File: config.mk
export PLATFORM = sky130hd
export DESIGN_NAME = lives_bar_bitmap
export DESIGN_NICKNAME = d
export VERILOG_FILES = /design/src/rtl/lives_pkg.sv /design/src/rtl/heart_tile_rom.sv /design/src/rtl/lives_bar_bitmap.sv
export SDC_FILE = /design/constraint.sdc
export NUM_CORES = 1
export LEC_CHECK = 0
export CAP_MARGIN = 10
export CORE_ASPECT_RATIO = 0.6
export CORE_MARGIN = 2
export CORE_UTILIZATION = 30
export DETAILED_ROUTE_END_ITERATION = 6
export PLACE_DENSITY = 0.68
export SYNTH_ARGS = -nofsm -noshare
export SYNTH_HDL_FRONTEND = slang
export SYNTH_SLANG_ARGS = --single-unit
File: constraint.sdc
create_clock -name clk -period 2.5 [get_ports clk]
set_clock_uncertainty 0.05 [all_clocks]
set_input_delay 0.375 -clock clk [delete_from_list [all_inputs] [get_ports clk]]
set_output_delay 0.375 -clock clk [all_outputs]
set_load 0.02 [all_outputs]
File: src/rtl/lives_pkg.sv
// Shared definitions for the lives bar: transparency key, FSM states and
// the lives-count width helper.
package lives_pkg;

  localparam logic [7:0] TRANSPARENT_ENCODING = 8'hFF;

  typedef enum logic [1:0] {
    ALIVE = 2'd0,
    GRACE = 2'd1,
    DEAD  = 2'd2
  } lives_state_t;

  function automatic int unsigned lives_width(input int unsigned max);
    return $clog2(max + 1);
  endfunction

endpackage

File: src/rtl/heart_tile_rom.sv
// Combinational heart tile ROM. The 8x8 heart shape is scaled up to a
// 2^TILE_BITS square by using the top three bits of row/col (TILE_BITS >= 3).
module heart_tile_rom
  import lives_pkg::*;
#(
  parameter int unsigned TILE_BITS = 5
) (
  input  logic [TILE_BITS-1:0] row,
  input  logic [TILE_BITS-1:0] col,
  output logic [7:0]           colour
);

  // One byte per shape row, column 0 is the MSB.
  localparam logic [7:0] SHAPE [8] = '{8'h66, 8'hFF, 8'hFF, 8'hFF,
                                       8'h7E, 8'h3C, 8'h18, 8'h00};
  localparam logic [7:0] BODY = 8'hE0;

  logic [2:0] r;
  logic [2:0] c;
  logic [7:0] shape_row;

  // Texel lookup: scaled shape bit selects body colour or transparency.
  always_comb begin
    r         = row[TILE_BITS-1 -: 3];
    c         = col[TILE_BITS-1 -: 3];
    shape_row = SHAPE[r];
    colour    = shape_row[3'd7 - c] ? BODY : TRANSPARENT_ENCODING;
  end

endmodule

File: src/rtl/lives_bar_bitmap.sv
// Lives indicator bar for the HUD: draws heart tiles, tracks lives with
// extra-life gain, post-hit grace window and a one-cycle game-over pulse.
// Optional feature macro: LIVES_BLINK_EN (lost heart blinks during grace).
module lives_bar_bitmap
  import lives_pkg::*;
#(
  parameter int unsigned MAX_LIVES    = 5,
  parameter int unsigned INIT_LIVES   = 3,
  parameter int unsigned TILE_BITS    = 5,
  parameter int unsigned GRACE_FRAMES = 90,
  parameter int unsigned BLINK_SHIFT  = 3
) (
  input  logic                                 clk,
  input  logic                                 resetN,
  input  logic [10:0]                          offsetX,
  input  logic [10:0]                          offsetY,
  input  logic                                 InsideRectangle,
  input  logic                                 startOfFrame,
  input  logic                                 strike,
  input  logic                                 extraLife,
  output logic                                 drawingRequest,
  output logic [7:0]                           RGBout,
  output logic [lives_width(MAX_LIVES)-1:0]    livesLeft,
  output logic                                 invulnerable,
  output logic                                 gameOver
);

  localparam int unsigned LW = lives_width(MAX_LIVES);
  localparam int unsigned GW = (GRACE_FRAMES > 1) ? $clog2(GRACE_FRAMES) : 1;

  lives_state_t  state_q, state_d;
  logic [LW-1:0] lives_q, lives_d;
  logic [LW-1:0] lost_q, lost_d;
  logic [GW-1:0] grace_q, grace_d;
  logic          over_q, over_d;
  logic          done_q, done_d;
  logic [7:0]    rgb_q, rgb_d;
  logic          blink_on;

  logic [LW-1:0] lives_inc;
  logic [10:0]   slot;
  logic [7:0]    texel;
  logic          show_slot;

  assign lives_inc = (lives_q == LW'(MAX_LIVES)) ? lives_q : lives_q + LW'(1);

`ifdef LIVES_BLINK_EN
  logic [BLINK_SHIFT:0] frame_q;

  // Free-running frame counter; its top bit is the blink phase.
  always_ff @(posedge clk) begin
    if (!resetN) frame_q <= '0;
    else if (startOfFrame) frame_q <= frame_q + 1'b1;
  end

  assign blink_on = frame_q[BLINK_SHIFT];
`else
  assign blink_on = 1'b0;
`endif

  // Lives FSM next-state. The game-over pulse is raised on the first cycle
  // spent in DEAD; done_q blocks any repeat until reset.
  always_comb begin
    state_d = state_q;
    lives_d = lives_q;
    lost_d  = lost_q;
    grace_d = grace_q;
    over_d  = 1'b0;
    done_d  = done_q;
    unique case (state_q)
      ALIVE: begin
        if (strike && extraLife) begin
          state_d = GRACE;
          grace_d = GW'(GRACE_FRAMES - 1);
          lost_d  = lives_q;
        end else if (strike) begin
          lives_d = lives_q - LW'(1);
          if (lives_q == LW'(1)) begin
            state_d = DEAD;
          end else begin
            state_d = GRACE;
            grace_d = GW'(GRACE_FRAMES - 1);
            lost_d  = lives_q - LW'(1);
          end
        end else if (extraLife) begin
          lives_d = lives_inc;
        end
      end
      GRACE: begin
        if (extraLife) lives_d = lives_inc;
        if (startOfFrame) begin
          if (grace_q == '0) state_d = ALIVE;
          else grace_d = grace_q - GW'(1);
        end
      end
      DEAD: begin
        over_d = !done_q;
        done_d = 1'b1;
      end
      default: state_d = ALIVE;
    endcase
  end

  // FSM and counter registers.
  always_ff @(posedge clk) begin
    if (!resetN) begin
      state_q <= ALIVE;
      lives_q <= LW'(INIT_LIVES);
      lost_q  <= '0;
      grace_q <= '0;
      over_q  <= 1'b0;
      done_q  <= 1'b0;
    end else begin
      state_q <= state_d;
      lives_q <= lives_d;
      lost_q  <= lost_d;
      grace_q <= grace_d;
      over_q  <= over_d;
      done_q  <= done_d;
    end
  end

  heart_tile_rom #(
    .TILE_BITS (TILE_BITS)
  ) u_rom (
    .row    (offsetY[TILE_BITS-1:0]),
    .col    (offsetX[TILE_BITS-1:0]),
    .colour (texel)
  );

  // Pixel path: choose texel or transparency for the registered output.
  always_comb begin
    slot      = offsetX >> TILE_BITS;
    show_slot = (slot < 11'(lives_q)) ||
                (blink_on && (state_q == GRACE) && (slot == 11'(lost_q)));
    rgb_d     = TRANSPARENT_ENCODING;
    if (InsideRectangle && ((offsetY >> TILE_BITS) == '0) &&
        (slot < 11'(MAX_LIVES)) && show_slot)
      rgb_d = texel;
  end

  // Registered pixel colour.
  always_ff @(posedge clk) begin
    if (!resetN) rgb_q <= TRANSPARENT_ENCODING;
    else rgb_q <= rgb_d;
  end

  assign RGBout         = rgb_q;
  assign drawingRequest = (rgb_q != TRANSPARENT_ENCODING);
  assign livesLeft      = lives_q;
  assign invulnerable   = (state_q == GRACE);
  assign gameOver       = over_q;

endmodule
Yosys cells after proc, flatten, opt, wreduce, memory -nomap -nowiden
Memories as Yosys holds them, arrays and structs flattened.
Cells that the tools add are included.
- add/sub/neg operators: 4
- $lt $le $gt $ge: 4
- reductions and logical operators: 14
- equality and inequality tests: 11
- bitwise operators: 2
- muxes and demuxes: 22
- operator list (cell ; count):
    7-bit two-way mux ; 5
    8-bit two-way mux ; 2
    7-bit case mux with 2 select lines ; 1
    3-bit two-way mux ; 4
    11-bit logical NOT ; 1
    2-bit two-way mux ; 5
    8-bit inequality test (second input constant) ; 1
    7-bit logical NOT ; 1
    7-bit by 1-bit subtractor with 7-bit output (second input constant) ; 1
    6-bit by 3-bit less-than comparator with 1-bit output ; 1
    6-bit by 3-bit less-than comparator with 1-bit output (second input constant) ; 1
    2-bit inequality test (second input constant) ; 3
    3-bit inequality test (second input constant) ; 2
    2-bit case mux with 3 select lines ; 1
    3-bit case mux with 2 select lines ; 1
    2-bit AND reduction ; 3
    5-bit two-way mux ; 1
    5-bit AND reduction ; 1
    4-bit greater-or-equal comparator (second input constant) ; 1
    1-bit logical AND ; 4
    3-bit by 4-bit less-than comparator with 1-bit output (second input constant) ; 1
    3-bit NOT with 4-bit output ; 1
    4-bit AND reduction ; 1
    3-bit by 1-bit adder with 3-bit output (second input constant) ; 1
    other kinds (13) ; 13
- logic and storage cells: 64
- input port bits: 28
- output and inout bits: 14
- bits in read-only memories: 64
- register bits: 22
- memories: 1
- memory list (name ; depth ; width ; rd ports ; clocked after memory_dff ; wr ports ; RTL line ; RTL):
    (no name shown) ; 8 ; 8 ; 1 ; 0 ; 0 ; heart_tile_rom.sv:26 ; shape_row = SHAPE[r];

Depth between registers and ports, before layout
Gate-level depths: netlist of the first run.
- word-level depth: 7
- mapped depth: 7
- mapped depth without buffers: 6

Cells and area by module
Synthesis of the first run repeated with hierarchy kept, for this count alone.
- cells, all modules: 154
- area total of the unflattened synthesis: 1333.8 um^2
- by module, submodules not included (module ; area an instance (um^2) ; instances ; cells each ; sequential area each (um^2)):
    lives_bar_bitmap ; 1204.9 ; 1 ; 136 ; 440.4
    heart_tile_rom ; 128.9 ; 1 ; 18 ; 0.0

Worst setup path before layout of the first run
OpenSTA, ideal clock, no wires.
- path type: flip-flop to flip-flop
- start: reg lives_q[1], in the netlist livesLeft[1]
- end: reg grace_q[1]
- cell stages (with the launch flop): 8
- period minus slack after synthesis: 1.892 ns
- path buffers: 1
- data arrival time: 1.727 ns
- library setup time: 0.115 ns
- path slack: 0.608 ns
- required time: 2.335 ns
- cells stage by stage: dfxtp_1 > inv_1 > ha_1 > nor3b_1 > or3_1 > clkbuf_1 > and3_1 > o21a_1
- cells in the longest elaborated chain, start to end: 3
- RTL lines (item ; RTL line ; RTL):
    start: declaration ; lives_bar_bitmap.sv:32 ; logic [LW-1:0] lives_q, lives_d;
    start signal: assignment ; lives_bar_bitmap.sv:108 ; lives_q <= LW'(INIT_LIVES);
    start signal: assignment ; lives_bar_bitmap.sv:115 ; lives_q <= lives_d;
    3-bit by 1-bit equality test with 1-bit output ; lives_bar_bitmap.sv:78 ; if (lives_q == LW'(1)) begin
    3-bit inequality test (no source line) ; - ;
    5-bit AND reduction (no source line) ; - ;
    end signal: assignment ; lives_bar_bitmap.sv:117 ; grace_q <= grace_d;
    end: declaration ; lives_bar_bitmap.sv:34 ; logic [GW-1:0] grace_q, grace_d;
Every way passes these cells.
A chain may end at the register's enable or synchronous reset.

Worst setup path in the final report of the first run
- start: reg state_q[1]
- end: out invulnerable
- cells in the longest elaborated chain, start to end: 1
- RTL lines (item ; RTL line ; RTL):
    start: declaration ; lives_bar_bitmap.sv:31 ; lives_state_t state_q, state_d;
    start signal: assignment ; lives_bar_bitmap.sv:114 ; state_q <= state_d;
    2-bit by 1-bit equality test with 1-bit output ; lives_bar_bitmap.sv:151 ; assign invulnerable = (state_q == GRACE);
    end: declaration ; lives_bar_bitmap.sv:24 ; output logic invulnerable,
Every way passes these cells.

==> impl_results.md, run 1 <==
- Top achievable clock speed: 0.483 GHz
- I/O Buffers: 34
- Sequential cell area fraction in the yosys report: 29.5%
- Routed Antenna Nets: 0
- Largest net degree at the start of global routing: 13
- DR pass1 iterations: 4
- Worst VDD drop: 0.323 mV
- Worst hold path type: reg -> reg
- Final GP Congestion: 0.853
- Die Footprint: 3890 um2
- Post-CTS Hold Buffers: 0
- Vias post-DR: 942
- Vias in the first global route: 849
- I/O pin cnt: 42
- Num CTS Buffers: 3
- Root Buffer: clkbuf_8
- Warnings, synthesis: 0
- Mapped Area: 1020 um2
- Pwr Total: 0.719 mW
- Routed wire length: 2540 um
- WL/cell: 12.9 um
- Post-DP HPWL: 2040 um
- Number of synthesized register bits: 15
- Maximum buffer depth of the clock tree: 2
- DR iter-0 viols: 46
- Unique cell type count in the Yosys netlist: 45
- Clock slew at reported path FFs: 60 ps
- Mean Syn Cell Area: 8.49 um2
- Antenna fix cells: 0
- Final setup TNS: 0 ps
- Outcome: complete, no violations
- # DRC: 0
- Pwr Density: 511 nW/um2
- Die height: 49.1 um
- Overflow left after global routing: 0
- Starting density of the core: 31.4%
- Most frequent cells in the layout: clkdlybuf4s50_1, dfxtp_1, inv_1
- P_leak: 0.579 nW
- Core box area: 3240 um2
- Post-layout min period: 2070 ps
- Commonest non-fill, non-tap cell in the layout: clkdlybuf4s50_1
- Initial antenna violation count: 0
- Period utilization: 82.8%
- Total track usage: 13.9%
- Worst setup EP type: primary output
- Via density: 4.81
- Synth-to-layout area growth: 38.3%
- Mapped Cells: 120
- H-Tree Depth: 1
- Maximum capacitance violations: 0
- CP Launch Type: flop
- Final setup viols: 0
- FP Rows: 16
- Final Max Slew Viols: 0
- CTS tree: yes
- Clock sink total: 15
- Post-CTS setup buffer count: 0
- Post-CTS sizing: 0
- Critical Path Fanout Max: 12
- Share of cells above drive strength 1: 8.61%
- Hold Violations, Final: 0
- First-pass GRT wire length: 4150 um
- Crit Path Category: reg -> out
- Arr. time, crit path: 1640 ps
- Die width: 79.2 um
- RSZ-0062 raised after global routing: no
- Final nets: 187
- Clock latency on the worst-skew pair: 250 ps
- Critical path required time: 2080 ps
[stage by stage]
stage / utilization, % / cells / hold WS [ps] / instance area, um2 / worst slack [ps]
finish: 43.4 / 196 / 370 / 1410 / 431
global placement: 42.0 / 192 / 359 / 1360 / 470
detailed placement: 42.0 / 192 / 371 / 1360 / 440
global route: 43.4 / 196 / 386 / 1410 / 350
floorplan: - / 122 / 349 / 1030 / 608
CTS: 43.4 / 196 / 373 / 1410 / 437
[report_power, final]
group	switching, mW	internal (mW)	leakage (nW)
Combinational	0.123	0.113	0.430
Clock	0.0883	0.110	0.0255
Sequential	0.0243	0.261	0.123
Total	0.235	0.484	0.579
[flip-flops by register name, summed over array words and instances, names as in the netlist]
register and flops:
RGBout 1, done_q 1, gameOver 1, grace_q 7, livesLeft 3, state_q 2
[Yosys cell counts, drive strengths merged]
cell type / number / share of area (%)
nor4bb: 1 / 0.98
a21o: 1 / 0.74
ha: 7 / 8.6
o311a: 1 / 0.98
nor3: 5 / 3.6
o2111ai: 1 / 0.86
nand4: 1 / 0.61
a2111o: 1 / 1.1
nor4b: 2 / 1.7
a21boi: 1 / 0.74
nand2: 3 / 1.1
and3b: 1 / 0.86
o21a: 2 / 1.5
nor2b: 1 / 0.61
and3: 2 / 1.2
nand3b: 1 / 0.74
buf: 8 / 6.3
a21oi: 7 / 3.8
nor4: 2 / 1.2
xor2: 3 / 2.6
o211a: 1 / 0.98
mux2i: 1 / 0.98
o21ai: 8 / 4.3
dfxtp: 15 / 29
conb: 1 / 0.37
and4: 1 / 0.86
inv: 13 / 4.8
or3: 1 / 0.61
o211ai: 5 / 4.7
a31oi: 3 / 1.8
nand2b: 3 / 2.1
xnor2: 1 / 0.86
nor3b: 2 / 1.5
clkbuf: 3 / 1.1
nand3: 1 / 0.49
a311oi: 1 / 0.86
or4: 2 / 1.8
nor2: 7 / 2.6
[logic make-up (layout without fill, tap and decap cells)]
group	after synthesis	in the layout	share of synthesized area, %
simple gates	36	36	22.6
compound gates	32	32	22.4
buf+inv	24	53	12.2
flops	15	15	29.5
fa+ha+maj	7	7	8.60
xor+xnor	4	4	3.44
other cells	1	3	0.368
mux	1	1	0.983
[critical path, stage by stage (launching register included)]
cell and delay, ps:
dfxtp_1 540, nand2b_2 270, inv_1 50, clkdlybuf4s50_1 530
[per-layer routing]
metal / vias to the layer above / wire length [um] / share of wire, % / GRT usage (%)
met3: 2 / 99 / 3.9 / 4.44
met1: 435 / 1310 / 52 / 20.5
li1: 488 / - / - / -
met4: 0 / 13 / 0.51 / 3.74
met2: 17 / 1110 / 44 / 19.5
met5: - / 0 / 0 / 0
[worst paths after layout]
path	start	end	slack, ps	cells past startpoint
max	state_q[1]	invulnerable	430	3
min	done_q	gameOver	370	1
max reg2reg	livesLeft[1]	grace_q[1]	640	6
min reg2reg	done_q	gameOver	370	1
[layout make-up]
class                   count  area, um2
clock buffers               3       41.3
clock inverters             1       5.00
fillers                   328       1830
inverters                  13       48.8
multi-input cells          83        602
flip-flops and latches     15        300
well taps                  45       56.3
repair buffers             36        355
No activity file was read; power rests on OpenSTA's default activity.
==> inputs of run 2 (changes only) <==
--- a/config.mk
+++ b/config.mk
@@ -10,7 +10,7 @@
 export CORE_MARGIN = 2
 export CORE_UTILIZATION = 30
 export DETAILED_ROUTE_END_ITERATION = 6
-export PLACE_DENSITY = 0.68
+export PLACE_DENSITY = 0.71
 export SYNTH_ARGS = -nofsm -noshare
 export SYNTH_HDL_FRONTEND = slang
 export SYNTH_SLANG_ARGS = --single-unit
==> constraint.sdc (replaced) <==
create_clock -name clk -period 1.67 [get_ports clk]
set_clock_uncertainty 0.05 [all_clocks]
set_input_delay 0.2505 -clock clk [delete_from_list [all_inputs] [get_ports clk]]
set_output_delay 0.2505 -clock clk [all_outputs]
set_load 0.02 [all_outputs]
==> run 2 against run 1 <==
Global-route usage down 0.12 points. Sequential share of layout area fell by 1.2 points. Sequential power is 50% higher. Power increased by 56%. Worst setup slack got worse by 380 ps. First-iteration DRC count fell by 59%. Cell count increased by 5.6%. Critical path depth up 3. Count of clock-buffer cells in the layout stayed put. Routed wire length up 0.39%. Combinational power rose by 70%. Critical path type is now reg -> reg. Die area did not move.
==> impl_results.md, run 2 (same netlist as run 1, synthesis figures left out) <==
- Delay-heaviest family, CP: simple AND/OR/NAND/NOR gates
- Share of cells above drive strength 1: 21.0%
- Critical path required time: 1770 ps
- I/O Buffers: 34
- Post-layout min period: 1620 ps
- Num CTS Buffers: 3
- CTS tree: yes
- Die Footprint: 3890 um2
- Maximum capacitance violations: 0
- Worst setup EP type: flop
- Number of filler cells placed in the layout: 311
- Post-CTS setup buffer count: 0
- Hold Violations, Final: 0
- Largest net degree at the start of global routing: 12
- P_leak: 0.635 nW
- Worst VDD drop: 0.392 mV
- Final setup viols: 0
- Crit Path Category: reg -> reg
- First-pass GRT wire length: 4240 um
- Commonest non-fill, non-tap cell in the layout: clkdlybuf4s50_1
- Pwr Total: 1.12 mW
- Core box area: 3240 um2
- CP Buf/Inv Count: 1
- Design area: 1530 um2
- CP Launch Type: flop
- Max reg flops: 7
- # DRC: 0
- Final Max Slew Viols: 0
- Max stage delay cell, worst path: or3_4
- Storage cell area: 308 um2
- Pwr Density: 732 nW/um2
- Post-DP HPWL: 2050 um
- Maximum buffer depth of the clock tree: 2
- Total track usage: 13.8%
- Worst hold path type: reg -> reg
- Post-CTS Hold Buffers: 0
- Multi-input logic area: 632 um2
- H-Tree Depth: 1
- Die width: 79.2 um
- Arr. time, crit path: 1710 ps
- Final nets: 198
- Final GP Congestion: 0.804
- FP Rows: 16
- Clock sink total: 15
- Via density: 4.82
- Vias in the first global route: 966
- I/O pin cnt: 42
- Reg with most FFs: grace_q
- Die height: 49.1 um
- Routed Antenna Nets: 0
- Period utilization: 96.8%
- Antenna fix cells: 0
- Initial antenna violation count: 0
- DR iter-0 viols: 19
- Vias post-DR: 998
- Most frequent cells in the layout: clkdlybuf4s50_1, dfxtp_1, buf_4, inv_1
- Top achievable clock speed: 0.618 GHz
- Root Buffer: clkbuf_8
- DR pass1 iterations: 4
- Final Util: 47.2%
- Clock latency on the worst-skew pair: 250 ps
- CP Cell Sequence: inv_4 -> ha_4 -> nor3b_1 -> or3_4 -> and3_1 -> o21a_1
- Dpl cell area: 1470 um2
- Slowest stage delay, CP: 400 ps
- Overflow left after global routing: 0
- Synth-to-layout area growth: 50.2%
- Outcome: complete, no violations
- Critical Path Fanout Max: 4
- Routed wire length: 2550 um
- Clock slew at reported path FFs: 60 ps
- WL/cell: 12.3 um
- Starting density of the core: 31.4%
[run 2: routing by layer]
| layer | global-route usage [%] | vias up | wire length (um) |
|---|---|---|---|
| li1 | - | 506 | - |
| met1 | 16.6 | 466 | 1160 |
| met2 | 24.9 | 26 | 1310 |
| met3 | 3.89 | 0 | 81 |
| met4 | 2.59 | 0 | 0 |
| met5 | 0 | - | 0 |
[run 2: what timing repair did]
item / 4_1_cts / 5_1_grt
setup endpoints to repair: 1 / 5
resized for setup: 1 / 8
pin swaps: 0 / 4
[run 2: where the power goes]
part,total [mW],switching [mW],internal (mW)
logic,0.402,0.200,0.202
clock network,0.291,0.125,0.165
registers,0.428,0.0355,0.392
total,1.12,0.361,0.760
[run 2: final timing paths]
path / endpoint / cells past startpoint / startpoint / slack, ps
max reg2reg: grace_q[1] / 6 / livesLeft[1] / 50
min: gameOver / 1 / done_q / 380
max: grace_q[1] / 6 / livesLeft[1] / 50
min reg2reg: gameOver / 1 / done_q / 380
[run 2: layout make-up]
type                            count  area share, %
Inverter                           13           3.35
Timing Repair Buffer               47           28.5
Sequential cell                    15           20.1
Clock buffer                        3           2.70
Multi-Input combinational cell     83           41.3
Tap cell                           45           3.68
Clock inverter                      1          0.327
[run 2: through the flow]
| stage | hold WS [ps] | setup TNS, ps | instances | setup slack, ps |
|---|---|---|---|---|
| after detailed placement | 374 | -904 | 203 | -220 |
| after global placement | 358 | -561 | 203 | -177 |
| final | 379 | 0 | 207 | 53.1 |
| after floorplan | 349 | -35.2 | 122 | -35.2 |
| after CTS | 382 | 0 | 207 | 9.31 |
| after global routing | 416 | -4.21 | 207 | -4.21 |
